--- src/rtl/comparador_pkg.sv ---
// Shared types and constants for the nibble-serial magnitude comparator.
package comparador_pkg;

    localparam int DIGITO = 4;

    typedef enum logic {
        OCIOSO,
        COMPARA
    } estado_t;

    typedef struct packed {
        logic maior;
        logic menor;
        logic igual;
    } resultado_t;

    // Final verdict when every nibble matched: the cascade inputs decide.
    function automatic resultado_t resolve_cascata(input resultado_t c);
        resultado_t r;
        r = '0;
        if (c.igual) begin
            r.igual = 1'b1;
        end else if (c.maior && !c.menor) begin
            r.maior = 1'b1;
        end else if (c.menor && !c.maior) begin
            r.menor = 1'b1;
        end else if (!c.maior && !c.menor) begin
            r.maior = 1'b1;
            r.menor = 1'b1;
        end
        return r;
    endfunction

endpackage

--- src/rtl/comparador_digito.sv ---
// Combinational 4-bit unsigned magnitude compare of one nibble pair.
module comparador_digito
    import comparador_pkg::*;
(
    input  logic [DIGITO-1:0] a,
    input  logic [DIGITO-1:0] b,
    output logic              maior,
    output logic              menor,
    output logic              igual
);

    assign maior = (a > b);
    assign menor = (a < b);
    assign igual = (a == b);

endmodule

--- src/rtl/comparador_sequencial.sv ---
// Sequential comparator: walks the operands one nibble per clock, MSB first,
// stopping on the first difference and falling back to the cascade inputs.
module comparador_sequencial
    import comparador_pkg::*;
#(
    parameter int WIDTH     = 16,
    parameter int SIGNED_EN = 1
) (
    input  logic             clock,
    input  logic             reset,
    input  logic             iniciar,
    input  logic             sinal,
    input  logic [WIDTH-1:0] A,
    input  logic [WIDTH-1:0] B,
    input  logic             entrada_A_maior_B,
    input  logic             entrada_A_menor_B,
    input  logic             entrada_A_igual_B,
    output logic             ocupado,
    output logic             pronto,
    output logic             A_maior_que_B,
    output logic             A_menor_que_B,
    output logic             A_igual_a_B
);

    localparam int NIBBLES = WIDTH / DIGITO;
    localparam int IDX_W   = (NIBBLES > 1) ? $clog2(NIBBLES) : 1;
    localparam logic [IDX_W-1:0] ULTIMO = IDX_W'(NIBBLES - 1);

    estado_t          estado;
    logic [IDX_W-1:0] indice;
    logic [WIDTH-1:0] a_r;
    logic [WIDTH-1:0] b_r;
    logic             sinal_r;
    resultado_t       cascata_r;
    resultado_t       resultado_r;

    logic [DIGITO-1:0] dig_a;
    logic [DIGITO-1:0] dig_b;
    logic              d_maior;
    logic              d_menor;
    logic              d_igual;

    // Flipping the sign bit of the top nibble turns a two's-complement
    // compare into an unsigned one.
    always_comb begin
        dig_a = a_r[DIGITO*int'(indice) +: DIGITO];
        dig_b = b_r[DIGITO*int'(indice) +: DIGITO];
        if (sinal_r && (indice == ULTIMO)) begin
            dig_a[DIGITO-1] = ~dig_a[DIGITO-1];
            dig_b[DIGITO-1] = ~dig_b[DIGITO-1];
        end
    end

    comparador_digito u_digito (
        .a     (dig_a),
        .b     (dig_b),
        .maior (d_maior),
        .menor (d_menor),
        .igual (d_igual)
    );

    // NOTE: all state updates use non-blocking assignments so every register
    // sees the pre-edge values of the others, independent of statement order.
    always_ff @(posedge clock or posedge reset) begin
        if (reset) begin
            estado      <= OCIOSO;
            indice      <= '0;
            a_r         <= '0;
            b_r         <= '0;
            sinal_r     <= 1'b0;
            cascata_r   <= '0;
            resultado_r <= '0;
            ocupado     <= 1'b0;
            pronto      <= 1'b0;
        end else begin
            case (estado)
                OCIOSO: begin
                    pronto <= 1'b0;
                    if (iniciar) begin
                        a_r       <= A;
                        b_r       <= B;
                        sinal_r   <= (SIGNED_EN != 0) && sinal;
                        cascata_r <= {entrada_A_maior_B, entrada_A_menor_B, entrada_A_igual_B};
                        indice    <= ULTIMO;
                        ocupado   <= 1'b1;
                        estado    <= COMPARA;
                    end
                end
                COMPARA: begin
                    if (!d_igual || (indice == '0)) begin
                        resultado_r <= d_igual ? resolve_cascata(cascata_r)
                                               : resultado_t'{maior: d_maior, menor: d_menor, igual: 1'b0};
                        pronto      <= 1'b1;
                        ocupado     <= 1'b0;
                        estado      <= OCIOSO;
                    end else begin
                        indice <= indice - 1'b1;
                    end
                end
                default: estado <= OCIOSO;
            endcase
        end
    end

    assign A_maior_que_B = resultado_r.maior;
    assign A_menor_que_B = resultado_r.menor;
    assign A_igual_a_B   = resultado_r.igual;

endmodule

--- config.mk ---
export PLATFORM = sky130hd
export DESIGN_NAME = comparador_sequencial
export DESIGN_NICKNAME = d
export VERILOG_FILES = /design/src/rtl/comparador_pkg.sv /design/src/rtl/comparador_digito.sv /design/src/rtl/comparador_sequencial.sv
export SDC_FILE = /design/constraint.sdc
export NUM_CORES = 1
export LEC_CHECK = 0
export CORE_ASPECT_RATIO = 0.75
export CORE_MARGIN = 4
export CORE_UTILIZATION = 35
export CTS_CLUSTER_DIAMETER = 30
export DETAILED_ROUTE_END_ITERATION = 16
export REMOVE_ABC_BUFFERS = 1
export SLEW_MARGIN = 20
export SYNTH_ARGS = -nofsm -noshare
export SYNTH_HDL_FRONTEND = slang
export SYNTH_HIERARCHICAL = 1
export SYNTH_SLANG_ARGS = --single-unit
--- constraint.sdc ---
create_clock -name clock -period 5.15 [get_ports clock]
set_clock_uncertainty 0.1 [all_clocks]
set_input_delay 0.7725 -clock clock [delete_from_list [all_inputs] [get_ports clock]]
set_output_delay 0.7725 -clock clock [all_outputs]
set_load 0.01 [all_outputs]
==> results of run 1 <==
-- worst max-delay path: stages (launching register included) --
cell and delay (ns):
dfrtp_1 0.72, mux4_2 0.59, xnor2_1 0.16, inv_1 0.06
ha_1 0.29, nand2_1 0.07, nor2_1 0.37, nand2b_1 0.30
and2_1 0.27, o21ai_0 0.18
-- cell families after synthesis --
kind of cell / share of synthesized area, %
muxes: 29.7
DFF: 52.0
buffers and inverters: 4.91
and+or+nand+nor: 4.14
AOI/OAI and AO/OA: 4.44
adders and majority gates: 3.55
xor gates and xnor gates: 1.24
-- synthesized netlist by cell type (all sizes together) --
cell | instances | area (µm²)
mux2i | 2 | 20.0
xnor2 | 3 | 26.3
o21bai | 2 | 26.3
nor2b | 2 | 27.5
nand2 | 4 | 15.0
o21a | 1 | 7.51
nand4 | 1 | 6.26
a21oi | 7 | 38.8
a21o | 1 | 7.51
nor3 | 1 | 5.00
and2 | 2 | 12.5
mux4 | 8 | 203
a2bb2oi | 1 | 8.76
nand2b | 1 | 6.26
nor2 | 4 | 15.0
mux2 | 36 | 405
dfrtp | 44 | 1100
buf | 8 | 70.1
ha | 6 | 75.1
o21ai | 1 | 5.00
inv | 9 | 33.8
-- area by class of cell --
type | instances | area, µm²
multi-input cells | 83 | 911
fillers | 544 | 3150
repair buffers | 44 | 438
well taps | 78 | 97.6
flip-flops and latches | 44 | 1100
inverters | 9 | 33.8
clock buffers | 8 | 90.1
-- per-layer routing --
metal / vias up / routed length (µm) / GRT usage [%]
li1: 601 / - / -
met3: 2 / 242 / 4.12
met1: 616 / 1900 / 14.8
met4: 0 / 22 / 2.76
met2: 36 / 1760 / 17.7
met5: - / 0 / 0
-- report_power, final --
part / switching [W] / internal (W) / leakage (nW) / total [W]
Sequential: 0.0000856 / 0.000483 / 0.510 / 0.000568
Clock: 0.000109 / 0.000109 / 0.0455 / 0.000218
Combinational: 0.000221 / 0.000337 / 0.577 / 0.000558
Total: 0.000415 / 0.000929 / 1.13 / 0.00134
-- final timing paths --
path / from / end / slack (ns) / cells past startpoint
setup / recovery: indice[0]$_DFFE_PP0P_ / A_igual_a_B$_DFFE_PP0P_ / 1.95 / 9
hold / removal: ocupado$_DFFE_PP0P_ / ocupado$_DFFE_PP0P_ / 0.39 / 1
setup reg to reg: indice[0]$_DFFE_PP0P_ / A_igual_a_B$_DFFE_PP0P_ / 1.95 / 9
hold reg to reg: ocupado$_DFFE_PP0P_ / ocupado$_DFFE_PP0P_ / 0.39 / 1
max in group asynchronous: reset / a_r[9]$_DFFE_PP0P_ / 3.76 / 3
min in group asynchronous: reset / sinal_r$_DFFE_PP0P_ / 0.82 / 3
-- through the flow --
step	utilization (%)	power, W	setup slack, ns	cell area, µm²	cells
finish	45.9	0.00134	1.95	2670	266
global route	45.9	0.00145	1.71	2670	266
CTS	45.9	0.00136	1.93	2670	266
detailed placement	44.3	0.00114	1.96	2580	258
global placement	44.3	0.00112	2.23	2580	258
floorplan	-	0.000979	2.47	2050	136
-- registers in the layout, summed over array words and instances, names as in the netlist --
register,count
pronto,1
ocupado,1
estado,1
sinal_r,1
cascata_r,3
A_maior_que_B,1
indice,2
A_menor_que_B,1
b_r,16
A_igual_a_B,1
a_r,16
==> impl_metrics.yaml, run 1 <==
run_status:
  status: "finished clean"
finish:
  final_common_cell: "dfrtp_1"
  final_cell_mix: "dfrtp_1 (44), clkdlybuf4s50_1 (43), mux2_2 (36)"
  final_nets: 232
  drive_above_1_share_pct: 26.1
  antennaDiodeCount: 0
  area_delta_synth_final_pct: 26.3
drt:
  wl_per_cell_um: 14.7
  drtPass1Iterations: 4
  drtIter0Drc: 34
  vias: 1255
  drcViolationCount: 0
  vias_per_cell: 4.72
  finalWirelength_mm: 3.92
  antenna_left: 0
timing:
  finalHoldWorstSlack_ns: 0.386
  maxSlewHeadroom_pct: 29.6
  final_hold_viol_count: 0
  period_needed_ns: 3.20
  period_share_pct: 62.1
  max_clock_freq_mhz: 312
  rsz0062_at_grt: "false"
  finalSetupViolations: 0
  fin_setup_tns_ns: 0
  worstMarginPinSlew_ns: 1.05
  maxSlewViolCount: 0
synthesis:
  synth_area_um2: 2120
  postSynthAreaPerCell_um2: 14.7
  ys_warn_count: 6
  syn_inst: 144
  ys_ff_latch: 44
  ys_seq_area_share_pct: 52.0
  synth.distinct_cells: 26
power:
  vdd_drop_max_mv: 0.158
  powerDensity_nw_per_um2: 503
  cellLeakagePower_nw: 1.13
global_routing:
  grt_pass1_wl_mm: 6.40
  grt-ovfl-total: 0
  grt_pass1_vias: 1311
  grt_max_degree: 45
  grt_usage_pct: 11.1
  antenna_found_initial: 0
cts:
  cts-resized-gates: 0
  clkSlewWorstSetupHoldPaths_ns: 0.07
  cts_made_buffers: 5
  insertion_delay_ns: 0.29
  root_buffer: "clkbuf_8"
  post_cts_buffers: 0
  cts_hold_buf: 0
  cts_sinks: 44
  htree_num_levels: 2
  clk_path_buf_depth: 2
  cts_tree: "yes"
floorplan:
  fp-row-count: 24
  start_util_pct: 36.3
  core_um2: 5830
  io_pins: 44
  die_h_um: 75.3
  die_area_um2: 7370
  fp.dieW_um: 97.8
place:
  gp_congestion: 0.828
  io_buffer_count: 43
  dpl.hpwl_mm: 2.88
critical_path:
  required_ns: 5.25
  worstSetupEndpointType: "flop"
  start_kind: "flop"
  crit_path_max_fanout: 11
  crit_arrival_ns: 3.30
  crit_type: "reg2reg"
flow_run:
  cap_viol_max_count: 0
min_path:
  hold_class: "reg2reg"
No activity file was read; power rests on OpenSTA's default activity.
==> run 2: changes to the inputs <==
==> constraint.sdc (replaced) <==
create_clock -name clock -period 2.8 [get_ports clock]
set_clock_uncertainty 0.1 [all_clocks]
set_input_delay 0.42 -clock clock [delete_from_list [all_inputs] [get_ports clock]]
set_output_delay 0.42 -clock clock [all_outputs]
set_load 0.01 [all_outputs]
==> run 2 against run 1 <==
  * Hold slack worse by 0.0017 ns
  * Worst setup slack worse by 1.8 ns
  * Clock power is 89% higher
  * Register-to-register slack worse by 1.8 ns
  * Maximum frequency is 23% higher
  * Die area stayed put
  * Critical path type unchanged
  * Largest power group is now combinational logic
==> impl_metrics.yaml, run 2 (same netlist as run 1, synthesis figures left out) <==
drt:
  drtIter0Drc: 23
  wl_per_cell_um: 15.0
  drcViolationCount: 0
  vias: 1304
  drtPass1Iterations: 4
  antenna_left: 0
  vias_per_cell: 4.85
  finalWirelength_mm: 4.04
critical_path:
  crit_slowest_cell: "mux4_1"
  crit_type: "reg2reg"
  slowest_delay_ns: 0.56
  crit_buf_inv: 1
  crit_chain: "buf_4, mux4_1, ha_1, nand2_1, nor2_1, nand2b_1, o21bai_1, a2bb2oi_1"
  start_kind: "flop"
  cp_top_family: "multiplexers"
  worstSetupEndpointType: "flop"
  crit_arrival_ns: 2.72
  crit_path_max_fanout: 8
  required_ns: 2.92
timing:
  max_clock_freq_mhz: 384
  finalHoldWorstSlack_ns: 0.384
  finalSetupViolations: 0
  maxSlewHeadroom_pct: 63.2
  period_share_pct: 92.9
  fin_setup_tns_ns: 0
  final_hold_viol_count: 0
  rsz0062_at_grt: "false"
  period_needed_ns: 2.60
  maxSlewViolCount: 0
  worstMarginPinSlew_ns: 0.552
finish:
  final_nets: 235
  final_cell_area_um2: 2710
  drive_above_1_share_pct: 27.7
  final_cells: 269
  reg_top3: "a_r: 16 flops, b_r: 16 flops, cascata_r: 3 flops"
  final_cell_mix: "dfrtp_1 (44), clkdlybuf4s50_1 (43), mux2_2 (36)"
  area_delta_synth_final_pct: 28.1
  final_common_cell: "dfrtp_1"
  antennaDiodeCount: 0
power:
  cellLeakagePower_nw: 1.15
  vdd_drop_max_mv: 0.314
  powerDensity_nw_per_um2: 930
cts:
  cts_hold_buf: 0
  cts_tree: "yes"
  clk_path_buf_depth: 2
  insertion_delay_ns: 0.29
  cts-resized-gates: 0
  cts_made_buffers: 5
  clkSlewWorstSetupHoldPaths_ns: 0.08
  root_buffer: "clkbuf_8"
  post_cts_buffers: 0
  htree_num_levels: 2
  cts_sinks: 44
floorplan:
  io_pins: 44
  fp.dieW_um: 97.8
  die_h_um: 75.3
  die_area_um2: 7370
  start_util_pct: 36.3
  fp-row-count: 24
  core_um2: 5830
place:
  dp.cells: 261
  placed_area_um2: 2620
  dpl.hpwl_mm: 2.98
  gp_congestion: 0.794
  io_buffer_count: 43
min_path:
  hold_class: "reg2reg"
flow_run:
  cap_viol_max_count: 0
global_routing:
  grt_max_degree: 45
  antenna_found_initial: 0
  grt_pass1_wl_mm: 6.86
  grt_pass1_vias: 1441
  grt-ovfl-total: 0
  grt_usage_pct: 11.7
run_status:
  status: "finished clean"
-- run 2: metal layers --
metal  track usage, %  vias up  share of wire (%)  wire [µm]
met1             15.6      660                 47       1880
li1                 -      605                  -          -
met2             19.3       34                 47       1900
met5                0        -                  0          0
met3             3.84        5                5.7        232
met4             2.46        0               0.62         25
-- run 2: final timing paths --
check / from / endpoint / slack (ns) / cells after the start
worst min register to register: ocupado$_DFFE_PP0P_ / ocupado$_DFFE_PP0P_ / 0.38 / 1
max in group asynchronous: reset / a_r[12]$_DFFE_PP0P_ / 1.75 / 3
worst min-delay path: ocupado$_DFFE_PP0P_ / ocupado$_DFFE_PP0P_ / 0.38 / 1
min in group asynchronous: reset / a_r[7]$_DFFE_PP0P_ / 0.47 / 3
worst max-delay path: indice[0]$_DFFE_PP0P_ / indice[1]$_DFFE_PP0P_ / 0.20 / 8
worst max register to register: indice[0]$_DFFE_PP0P_ / indice[1]$_DFFE_PP0P_ / 0.20 / 8
-- run 2: area by class of cell --
class	count	area, µm²
timing repair buffer	47	473
clock inverter	1	7.51
sequential	44	1100
fill	514	3120
inverter	9	33.8
multi-input combinational	83	911
clock buffer	7	86.3
tap	78	97.6
-- run 2: through the flow --
stage	util (%)	power, W	worst slack (ns)
4_1_cts	46.5	0.00256	0.164
2_1_floorplan	-	0.00180	0.116
3_5_place_dp	44.9	0.00213	0.192
6_report	46.5	0.00252	0.198
5_1_grt	46.5	0.00269	0.00508
3_3_place_gp	44.9	0.00209	0.366
-- run 2: where the power goes --
group          total, W  internal (W)  switching [W]
Sequential      0.00104      0.000888       0.000152
Combinational   0.00107      0.000646       0.000423
Clock          0.000411      0.000201       0.000210
